===== config.mk =====
export PLATFORM = sky130hd
export DESIGN_NAME = seq_detector_param
export DESIGN_NICKNAME = d
export VERILOG_FILES = /design/src/rtl/seq_detector_param.sv
export SDC_FILE = /design/constraint.sdc
export NUM_CORES = 1
export LEC_CHECK = 0
export CAP_MARGIN = 0
export CORE_MARGIN = 3
export CORE_UTILIZATION = 45
export DETAILED_ROUTE_END_ITERATION = 8
export MAX_ROUTING_LAYER = met4
export PLACE_DENSITY = 0.83
export SYNTH_ARGS = -nofsm -noshare
export SYNTH_HDL_FRONTEND = slang
export SYNTH_SLANG_ARGS = --single-unit
export TNS_END_PERCENT = 10

===== constraint.sdc =====
create_clock -name clk -period 2.7 [get_ports clk]
set_clock_uncertainty 0.2 [all_clocks]
set_input_delay 0.54 -clock clk [delete_from_list [all_inputs] [get_ports clk]]
set_output_delay 0.54 -clock clk [all_outputs]
set_load 0.1 [all_outputs]

===== src/rtl/seq_detector_param.sv =====
// Runtime-programmable serial pattern detector: shift-register history compared
// against a latched pattern of programmable length, with a saturating match counter.
module seq_detector_param #(
  parameter int               PAT_W       = 8,
  parameter int               CNT_W       = 8,
  parameter logic [PAT_W-1:0] DEF_PATTERN = PAT_W'('b101),
  parameter int               DEF_LEN     = 3,
  parameter bit               DEF_OVERLAP = 1'b1,
  localparam int              LEN_W       = $clog2(PAT_W + 1)
) (
  input  logic             clk,
  input  logic             areset_n,
  input  logic             in_valid,
  input  logic             in_bit,
  input  logic             cfg_load,
  input  logic [PAT_W-1:0] cfg_pattern,
  input  logic [LEN_W-1:0] cfg_len,
  input  logic             cfg_overlap,
  input  logic             count_clr,
  output logic             match,
  output logic [CNT_W-1:0] match_count,
  output logic [LEN_W-1:0] fill
);

  localparam logic [CNT_W-1:0] CNT_MAX = '1;

  logic [PAT_W-1:0] pattern_q;
  logic [LEN_W-1:0] len_q;
  logic             overlap_q;
  logic [PAT_W-1:0] hist_q;
  logic [LEN_W-1:0] fill_q;
  logic             match_q;
  logic [CNT_W-1:0] count_q;

  logic             accept;
  logic             hit;
  logic             full_next;
  logic [PAT_W-1:0] hist_next;
  logic [PAT_W-1:0] len_mask;
  logic [LEN_W:0]   fill_inc;
  logic [LEN_W-1:0] fill_sat;
  logic [LEN_W-1:0] cfg_len_clamped;

  assign accept    = in_valid && !cfg_load;
  assign hist_next = {hist_q[PAT_W-2:0], in_bit};
  assign fill_inc  = {1'b0, fill_q} + (LEN_W + 1)'(1);
  assign full_next = (fill_inc >= {1'b0, len_q});
  assign fill_sat  = full_next ? len_q : fill_inc[LEN_W-1:0];

  // Only the low len bits of history and pattern take part in the compare.
  always_comb begin
    len_mask = '0;
    for (int i = 0; i < PAT_W; i++) begin
      len_mask[i] = (i < int'(len_q));
    end
  end

  assign hit = accept && (len_q != '0) && full_next &&
               ((hist_next & len_mask) == (pattern_q & len_mask));

  assign cfg_len_clamped = (cfg_len > LEN_W'(PAT_W)) ? LEN_W'(PAT_W) : cfg_len;

  always_ff @(posedge clk or negedge areset_n) begin
    if (!areset_n) begin
      pattern_q <= DEF_PATTERN;
      len_q     <= LEN_W'(DEF_LEN);
      overlap_q <= DEF_OVERLAP;
      hist_q    <= '0;
      fill_q    <= '0;
      match_q   <= 1'b0;
    end else if (cfg_load) begin
      pattern_q <= cfg_pattern;
      len_q     <= cfg_len_clamped;
      overlap_q <= cfg_overlap;
      fill_q    <= '0;
      match_q   <= 1'b0;
    end else begin
      match_q <= hit;
      if (accept) begin
        hist_q <= hist_next;
        // Non-overlap mode restarts the fill count; stale history is masked by fill.
        fill_q <= (hit && !overlap_q) ? '0 : fill_sat;
      end
    end
  end

  always_ff @(posedge clk or negedge areset_n) begin
    if (!areset_n) begin
      count_q <= '0;
    end else if (count_clr) begin
      count_q <= hit ? CNT_W'(1) : '0;
    end else if (hit && (count_q != CNT_MAX)) begin
      count_q <= count_q + CNT_W'(1);
    end
  end

  assign match       = match_q;
  assign match_count = count_q;
  assign fill        = fill_q;

endmodule


# ---- Word level (Yosys, flattened, before mapping)
# Index checks and enable logic that the tools add are counted.
dict set report classes {
  n_addsub 2
  order_cmp 10
  n_eq_ne 2
  muxes 9
  bitwise_logic 3
  reduce_logical 12
}
# op count
set op_table {}
lappend op_table {{2-to-1 mux 4 bit} 5}
lappend op_table {{bitwise AND 8 bit} 2}
lappend op_table {{< comparator 3 x 4 -> 1 bit, first input constant} 4}
lappend op_table {{2-to-1 mux 8 bit} 2}
lappend op_table {{adder 8 x 1 -> 8 bit, second input constant} 1}
lappend op_table {{equality test 8 bit} 1}
lappend op_table {{< comparator 1 x 4 -> 1 bit, first input constant} 2}
lappend op_table {{< comparator 2 x 4 -> 1 bit, first input constant} 2}
lappend op_table {{!= test 8 bit, second input constant} 1}
lappend op_table {{logical AND 1 bit} 6}
lappend op_table {{adder 4 x 1 -> 5 bit, second input constant} 1}
lappend op_table {{greater-or-equal comparator 5 x 4 -> 1 bit} 1}
lappend op_table {{> comparator 4 bit, second input constant} 1}
lappend op_table {{nonzero test 2 bit} 2}
lappend op_table {{nonzero test 4 bit} 1}
lappend op_table {{zero test 1 bit} 2}
lappend op_table {{2-to-1 mux 1 bit} 2}
lappend op_table {{AND reduction 2 bit} 1}
lappend op_table {{inverter 1 bit} 1}
dict set report totals {
  ff_bits 33
  input_bits 19
  output_inout_bits 13
  word_cells 45
}

# ---- Depth between registers and ports, before layout
dict set report logic_depth {
  depth_word 9
  mapped_depth 8
  depth_no_buf 8
}

# ---- Worst setup path after synthesis
# OpenSTA, ideal clock, no wires.
dict set report synth_path {
  path_kind {register to register}
  from {register fill_q[0], in the netlist fill[0]}
  to {register count_q[4], in the netlist match_count[4]}
  setup_time_ns 0.078
  t_arrival_ns 2.963
  required_ns 2.422
  path_slack_ns -0.540
  path_stages_with_launch 9
  n_path_buf 0
  period_less_slack_ns 3.240
  path_cell_list {dfrtp_1 -> ha_1 -> xor2_1 -> ha_1 -> o21ai_0 -> o21ai_1 -> nand2_1 -> or4_1 -> a21oi_1}
}
dict set report synth_via {
  elab_chain_cells 6
}
# item line
set synth_rtl {}
lappend synth_rtl {{start, declared} 31} ;# logic [LEN_W-1:0] fill_q;
lappend synth_rtl {{start signal, assigned} 82} ;# fill_q <= (hit && !overlap_q) ? '0 : fill_sat;
lappend synth_rtl {{adder 4 x 1 -> 5 bit} 46} ;# assign fill_inc = {1'b0, fill_q} + (LEN_W + 1)'(1);
lappend synth_rtl {{greater-or-equal comparator 5 x 4 -> 1 bit} 47} ;# assign full_next = (fill_inc >= {1'b0, len_q});
lappend synth_rtl {{logical AND 1 bit (2 in series)} 58} ;# assign hit = accept && (len_q != '0) && full_next &&
lappend synth_rtl {{logical AND 1 bit} 92} ;# end else if (hit && (count_q != CNT_MAX)) begin
lappend synth_rtl {{nonzero test 2 bit (no line)} --}
lappend synth_rtl {{end signal, assigned} 91} ;# count_q <= hit ? CNT_W'(1) : '0;
lappend synth_rtl {{end signal, assigned} 93} ;# count_q <= count_q + CNT_W'(1);
lappend synth_rtl {{end, declared} 33} ;# logic [CNT_W-1:0] count_q;
# Every way passes these cells.
# A chain may end at the register's enable or synchronous reset.

# ---- Worst setup path in the final report
# Same ends and word-level chain as after synthesis.

==> results.sh <==
export IMPL_timing_setup_tns_ns=0
export IMPL_outcome="finished, final reports clean"
export IMPL_avgRoutedWirePerCell_microns=15.2
export IMPL_grt_start_max_net_pins=22
export IMPL_grt_setup_unrepaired="true"
export IMPL_p_int_mw=1.02
export IMPL_cts_buffers=5
export IMPL_area_delta_synth_final_pct=30.5
export IMPL_synthTopCellsByCount="dfrtp_1 (28), mux2_2 (16), a21oi_1 (12), nand2_1 (12), nor2_1 (8)"
export IMPL_grt_pass1_wl_microns=6440
export IMPL_place_inst=245
export IMPL_clk_latency_ns=0.29
export IMPL_ys_warn_count=0
export IMPL_via_per_inst=5.66
export IMPL_power_mw=1.61
export IMPL_critical_path_class="reg2reg"
export IMPL_yosysMostFrequentCell="dfrtp_1"
export IMPL_clock_path_buffers=2
export IMPL_post_route_cell_area_sq_um=2260
export IMPL_place_ws_ns=-0.140
export IMPL_p_switching_uw=590
export IMPL_crit_arrival_ns=2.64
export IMPL_syn_area_per_cell_sq_um=10.7
export IMPL_combPwrFrac_pct=36.7
export IMPL_num_io_pins=32
export IMPL_worst_ep_required_time_ns=2.71
export IMPL_synthArstFlopShare_pct=100
export IMPL_die_x_microns=68.0
export IMPL_first_pass_iters=7
export IMPL_num_rows=21
export IMPL_wl_microns=3870
export IMPL_grt_pass1_vias=1434
export IMPL_r2r_slack_ns=0.07
export IMPL_tightest_slew_ns=0.357
export IMPL_syn_inst=162
export IMPL_p_leak_nw=0.956
export IMPL_overflow=0
export IMPL_ys_seq_area_share_pct=48.1
export IMPL_synthesis_nets=187
export IMPL_cts_max_level=2
export IMPL_stdcell_count=255
export IMPL_synth_top_cell_by_area="dfrtp_1"
export IMPL_drive_above_1_share_pct=31.1
export IMPL_ys_flop_type="dfrtp_1"
export IMPL_dpl_cell_area_sq_um=2150
export IMPL_drc=0
export IMPL_finalHoldViolCount=0
export IMPL_slew_viol_final=0
export IMPL_layout_nets=233
export IMPL_drt_iter0_markers=116
export IMPL_p_sw_share_pct=36.7
export IMPL_portBuffers=31
export IMPL_reg2reg_to="match_count[4]$_DFFE_PN0P_"
export IMPL_cts_sinks=33
export IMPL_synth_edff_count=0
export IMPL_drv_cap=0
export IMPL_ir_worst_vdd_v=0.000336
export IMPL_initial_core_util_pct=49.1
export IMPL_vias=1443
export IMPL_finalCriticalPeriod_ns=2.63
export IMPL_ys_seq_elements=33
export IMPL_die_area_sq_um=4630
export IMPL_finish_utilization_pct=64.1
export IMPL_power_frac_clock_pct=22.4
export IMPL_power_density_nw_per_um2=713
export IMPL_worstSetupEndpointType="flop"
export IMPL_r2r_start="fill[0]$_DFFE_PN0P_"
export IMPL_reg2reg_depth=8
export IMPL_synth_cell_types=39
export IMPL_finalWorstSetupSlack_ns=0.0665
export IMPL_seq_power_share_pct=40.9
export IMPL_synth_area_leaders="dfrtp_1 (40%), mux2_2 (10%), dfstp_2 (7.6%)"
export IMPL_final_antenna_net_count=0
export IMPL_crit_start="fill[0]$_DFFE_PN0P_"
export IMPL_antenna_found_initial=0
export IMPL_relSlewSlack_pct=76.2
export IMPL_coreArea_sq_um=3520
export IMPL_crit_path_max_fanout=8
export IMPL_netlist_area_leader_share_pct=40.5
export IMPL_hold_ws_ns=0.321
export IMPL_tritoncts="yes"
export IMPL_cp_start_kind="flop"
export IMPL_setup_viol=0
export IMPL_netlist_area_sq_um=1730
export IMPL_fmax_mhz=380
export IMPL_fin_crit_sh_pct=97.5
export IMPL_min_path_type="in2async"
export IMPL_track_usage_pct=19.5
export IMPL_hpwl_microns=2930
export IMPL_place_congestion=0.880
export IMPL_dieHeight_microns=68.0
export IMPL_diodes=0
export IMPL_clkTransAtPathRegs_ns=0.07
export IMPL_ctsRootBufferMaster="clkbuf_8"
cell families after synthesis:
group	Yosys count	share of synthesized area [%]
AND/OR/NAND/NOR	45	13.1
AO/OA/AOI/OAI	40	15.5
flip-flops	33	48.1
multiplexers	17	11.0
buffers and inverters	11	2.89
XOR/XNOR	10	5.06
adder cells (fa/ha/maj)	6	4.34
critical path, cell delays in order, from the launching register on:
cell	delay, ns
dfrtp_4	0.52
ha_4	0.18
xor2_1	0.19
ha_1	0.23
o21ai_0	0.14
o21ai_2	0.28
nand2_2	0.16
or4_1	0.48
a21oi_1	0.18
how the worst max path moves through the flow:
stage	slack, ns	end	depth (start not counted)
global route	-0.01	match_count[4]$_DFFE_PN0P_	8
detailed placement	-0.14	match_count[4]$_DFFE_PN0P_	7
floorplan	0.02	match_count[4]$_DFFE_PN0P_	8
finish	0.07	match_count[4]$_DFFE_PN0P_	8
global placement	-0.06	match_count[5]$_DFFE_PN0P_	7
CTS	0.04	match_count[4]$_DFFE_PN0P_	8
placed cells by master (no fill, tap or decap), types with 4 or more instances in the layout:
cell / count
nand2_1: 11
clkdlybuf4s50_1: 18
nand3_1: 7
nand2b_1: 4
clkbuf_8: 5
a21oi_1: 12
inv_1: 6
buf_4: 26
xor2_1: 7
mux2_2: 16
ha_1: 5
dfrtp_1: 24
nor2_1: 8
o21ai_0: 7
dfstp_2: 5
area by class of cell:
class,count,area (sq um)
clock buffers,5,68.8
clock inverters,3,17.5
fillers,296,1260
inverters,6,22.5
multi-input cells,118,872
flip-flops and latches,33,845
well taps,46,57.6
repair buffers,44,375
power groups by stage:
stage          logic, mW  clock network, mW  registers [mW]
2_1_floorplan      0.284                  0           0.758
3_3_place_gp       0.538                  0           0.661
3_5_place_dp       0.552                  0           0.667
4_1_cts            0.555              0.366           0.658
5_1_grt            0.640              0.396           0.670
6_report           0.591              0.361           0.657
registers in the layout, summed over array words and instances (netlist names):
register and cells:
fill 4, hist_q 7, len_q 4, match 1, match_count 8, overlap_q 1
pattern_q 8
metal layers:
layer | global-route usage [%] | vias up | wire length (microns)
met5 | - | - | 0
li1 | - | 684 | -
met3 | 5.09 | 10 | 247
met4 | 10.2 | 0 | 96
met2 | 31.8 | 54 | 1970
met1 | 22.0 | 695 | 1550
what timing repair did:
item	in CTS	in global routing
hold buffers	0	0
hold endpoints to repair	0	0
buffers inserted	0	2
setup endpoints to repair	0	6
resized for setup	0	1
Note: power is estimated with default switching activity, not from simulation.
